File: config.mk
export PLATFORM = sky130hd
export DESIGN_NAME = pio_serial_shifter
export DESIGN_NICKNAME = d
export VERILOG_FILES = /design/src/rtl/pio_serial_shifter.sv
export SDC_FILE = /design/constraint.sdc
export NUM_CORES = 1
export LEC_CHECK = 0
export CORE_ASPECT_RATIO = 1.5
export CORE_UTILIZATION = 29
export DETAILED_ROUTE_END_ITERATION = 7
export PLACE_DENSITY_LB_ADDON = 0.08
export SETUP_SLACK_MARGIN = 0.1
export SLEW_MARGIN = 20
export SYNTH_ARGS = -nofsm -noshare
export SYNTH_HDL_FRONTEND = slang
export SYNTH_SLANG_ARGS = --single-unit
File: constraint.sdc
create_clock -name clk -period 3.45 [get_ports clk]
set_clock_uncertainty 0.15 [all_clocks]
set_input_delay 0.345 -clock clk [delete_from_list [all_inputs] [get_ports clk]]
set_output_delay 0.345 -clock clk [all_outputs]
set_load 0.05 [all_outputs]
File: src/rtl/pio_serial_shifter.sv
// pio_serial_shifter: shifts the PIO parallel word out to a 74HC595-style chain whenever it changes
module pio_serial_shifter #(
  parameter int DATA_WIDTH = 16,
  parameter int CLK_DIV = 4,
  parameter bit MSB_FIRST = 1
) (
  input  logic                  clk,
  input  logic                  reset,
  input  logic [DATA_WIDTH-1:0] par_in,
  input  logic                  force_update,
  output logic                  busy,
  output logic                  sr_clk,
  output logic                  sr_data,
  output logic                  sr_latch
);
  localparam int BW = DATA_WIDTH > 1 ? $clog2(DATA_WIDTH) : 1;
  localparam int CW = CLK_DIV > 1 ? $clog2(CLK_DIV) : 1;
  localparam logic [BW-1:0] BIT_LAST = BW'(DATA_WIDTH - 1);
  localparam logic [CW-1:0] DIV_LAST = CW'(CLK_DIV - 1);
  typedef enum logic [1:0] {IDLE, SHIFT, LATCH} state_t;
  state_t state;
  logic [DATA_WIDTH-1:0] shadow, shreg, last_sent, shreg_nxt;
  logic [BW-1:0] bit_cnt;
  logic [CW-1:0] div_cnt;
  logic init_pending, div_end;
  assign div_end = div_cnt == DIV_LAST;
  assign shreg_nxt = MSB_FIRST ? shreg << 1 : shreg >> 1;
  function automatic logic head(input logic [DATA_WIDTH-1:0] w);
    return MSB_FIRST ? w[DATA_WIDTH-1] : w[0];
  endfunction
  // shreg holds the unsent tail so the outgoing bit is always at its head
  always_ff @(posedge clk or posedge reset) begin
    if (reset) begin
      state <= IDLE;
      busy <= 1'b0;
      sr_clk <= 1'b0;
      sr_data <= 1'b0;
      sr_latch <= 1'b0;
      shadow <= '0;
      shreg <= '0;
      last_sent <= '0;
      bit_cnt <= '0;
      div_cnt <= '0;
      init_pending <= 1'b1;
    end else begin
      case (state)
        IDLE: if (par_in != last_sent || force_update || init_pending) begin
          state <= SHIFT;
          busy <= 1'b1;
          shadow <= par_in;
          shreg <= par_in;
          sr_data <= head(par_in);
          bit_cnt <= '0;
          div_cnt <= '0;
          init_pending <= 1'b0;
        end
        SHIFT: if (!div_end) div_cnt <= div_cnt + 1'b1;
        else begin
          div_cnt <= '0;
          sr_clk <= !sr_clk;
          if (sr_clk && bit_cnt == BIT_LAST) begin
            state <= LATCH;
            sr_latch <= 1'b1;
            sr_data <= 1'b0;
          end else if (sr_clk) begin
            bit_cnt <= bit_cnt + 1'b1;
            shreg <= shreg_nxt;
            sr_data <= head(shreg_nxt);
          end
        end
        LATCH: if (!div_end) div_cnt <= div_cnt + 1'b1;
        else begin
          div_cnt <= '0;
          state <= IDLE;
          busy <= 1'b0;
          sr_latch <= 1'b0;
          last_sent <= shadow;
        end
        default: state <= IDLE;
      endcase
    end
  end
endmodule

==> results.yml <==
outcome:
  status: "finished, final reports clean"
timing:
  rsz0062_at_grt: "false"
  slew_violations: 0
  tightest_slew_ns: 0.958
  period_minus_slack_ns: 2.59
  totalNegativeSetupSlack_ns: 0
  hold_violations: 0
  fmax_mhz: 386
  maxSlewHeadroom: 0.360
  setup_viol: 0
  fin_crit_sh: 0.752
critical_path:
  startpoint_type: "input pin"
  crit_end: "shadow[11]"
  timing.rr.end: "shadow[11]"
  worstSetupPathType: "in -> reg"
  cp_max_fo: 17
  critPathArrivalTime_ns: 2.66
  reg2reg_from: "last_sent[13]"
  cp.required_ns: 3.51
  r2r_slack_ns: 1.00
  endpoint_kind: "flip-flop"
  worstRegToRegCells: 6
  critPathLaunch: "par_in[5]"
pwr:
  pwr-share-seq: 0.368
  p_per_area_nw_per_um2: 804
  p_comb_frac: 0.364
  pwr-share-clk: 0.269
  power_switching_mw: 0.931
  power.leakage_nw: 1.60
  peakVddDrop_mv: 0.278
  swShare: 0.317
  power.internal_mw: 2.00
yosys:
  syn_nets: 265
  synth_top_area_cell: "dfrtp_1"
  synth-async-reset-ratio: 1.00
  synth_edf_count: 0
  syn_avg_cell_area_sq_um: 12.6
  synth-seq-area-share: 0.496
  synth_top_cell_area_share: 0.488
  synth_ff_type: "dfrtp_1"
  synthTopCellsByArea: "dfrtp_1, mux2_2, mux2_4"
  ys_seq_elements: 60
  synth_cell_types: 44
  yosysWarnings: 0
  netlist_area_sq_um: 3030
  synthCells: 241
place:
  gp_congestion: 0.732
  io_buffers: 22
  hpwl_microns: 5050
  placed_cell_area_sq_um: 3400
clock_network:
  clkSlewWorstSetupHoldPaths_ns: 0.05
  clockBufferDepth: 2
  h-tree-depth: 3
  postCtsSetupBuffers: 0
  insertion_delay_ns: 0.33
  cts_resized: 0
  cts_tree: "done"
  numCtsBuffers: 9
  cts_hold_buf: 0
  cts_root_buf: "clkbuf_16"
  clkSinkCount: 60
worst_hold_path:
  min_path_type: "in -> async"
layout:
  layout_common_cells: "dfrtp_1, mux2_2, clkdlybuf4s50_1"
  fill_cells: 1032
  final_nets: 296
  syn_to_final_growth_pct: 20.6
  fin_area_sq_um: 3650
  final_common_cell: "dfrtp_1"
  drive_gt1_frac: 0.318
  multiInputGateArea_sq_um: 1410
  num_antenna_cells: 0
  layout.area.seq_sq_um: 1500
drt:
  routedWlPerCell_microns: 18.0
  drtPass1Iterations: 4
  vias_per_cell: 5.01
  first_iter_violations: 39
  num_vias: 1972
  wl_microns: 7110
  drc_errors: 0
  antenna_left: 0
global_routing:
  grt.total_usage: 0.150
  antenna_found_initial: 0
  grt_pass1_vias: 2176
  grt_start_max_net_pins: 31
  grt.overflow.total: 0
  grt_pass1_wl_microns: 12000
floorplan:
  num_io_pins: 23
  coreArea_sq_um: 10100
  initial_utilization: 0.299
  fp.dieArea_sq_um: 10900
  die_h_microns: 127
  die_w_microns: 85.4
  num_rows: 45
job:
  cap_violations: 0
==> power groups by stage <==
stage	Clock, mW	Sequential (mW)	Combinational, mW
floorplan	0	1.07	0.821
global placement	0	1.09	1.08
detailed placement	0	1.09	1.08
CTS	0.812	1.08	1.09
global route	0.838	1.11	1.17
finish	0.789	1.08	1.07
==> worst max-delay path, stage by stage <==
cell and delay, ns:
clkdlybuf4s50_1 0.45, nor2b_1 0.16, or4_4 0.50, or3_1 0.45, o21ai_4 0.19, buf_12 0.19
mux2_2 0.34
==> synth_stat cells (2+ instances only) <==
library cell	n
inv_1	11
dfrtp_1	59
a21oi_1	7
mux2_2	52
nor4_1	4
buf_2	2
nand4_1	6
clkbuf_1	6
ha_1	5
mux2_4	9
nor2b_1	5
nand3_1	5
nor2_1	7
nand2_1	12
buf_6	2
o32ai_1	2
o211ai_1	4
xor2_1	10
xnor2_1	3
a22oi_1	2
o21ai_0	2
nor3_1	3
and4_1	2
==> state kept, by name, indices dropped and copies added, names as in the netlist <==
register	count
last_sent	16
shadow	16
busy	1
div_cnt	2
sr_clk	1
init_pending	1
sr_data	1
sr_latch	1
bit_cnt	4
state	2
shreg	15
==> stage by stage <==
step / worst slack, ns / hold slack (ns) / power, mW / instances / util
floorplan: 0.953 / 0.325 / 1.90 / 241 / -
finish: 0.856 / 0.303 / 2.94 / 394 / 0.360
CTS: 0.797 / 0.335 / 2.98 / 394 / 0.360
detailed placement: 0.450 / 0.340 / 2.17 / 378 / 0.335
global placement: 0.486 / 0.334 / 2.16 / 378 / 0.335
global route: 0.618 / 0.366 / 3.13 / 394 / 0.360
==> worst min path at each step <==
stage / from / end / cells after the start / slack [ns]
2_1_floorplan: shreg[10] / shreg[10] / 1 / 0.32
3_3_place_gp: shadow[8] / shadow[8] / 1 / 0.33
3_5_place_dp: shreg[11] / shreg[11] / 1 / 0.34
4_1_cts: reset / last_sent[0] / 2 / 0.34
5_1_grt: shadow[8] / shadow[8] / 1 / 0.37
6_report: reset / div_cnt[0] / 2 / 0.30
==> metal layers <==
layer / global-route usage / part of all wire / vias to the layer above
li1: - / - / 942
met2: 0.254 / 0.52 / 28
met1: 0.174 / 0.42 / 983
met5: 0 / 0 / -
met3: 0.0239 / 0.019 / 19
met4: 0.0990 / 0.037 / 0
==> cell type report <==
type / count / share of cell area
clock buffer: 15 / 0.0678
timing repair buffer: 31 / 0.0822
inverter: 11 / 0.0113
clock inverter: 1 / 0.00137
sequential: 60 / 0.411
multi-input combinational: 159 / 0.386
tap: 117 / 0.0401
==> logic make-up after synthesis <==
logic type,after synthesis,synth area share
buffers and inverters,22,0.0384
XOR/XNOR,13,0.0376
flip-flops,60,0.496
AND/OR/NAND/NOR,50,0.0946
adder cells (fa/ha/maj),5,0.0207
multiplexers,62,0.241
AO/OA/AOI/OAI,29,0.0711
Power figures use the tool's default switching activity.
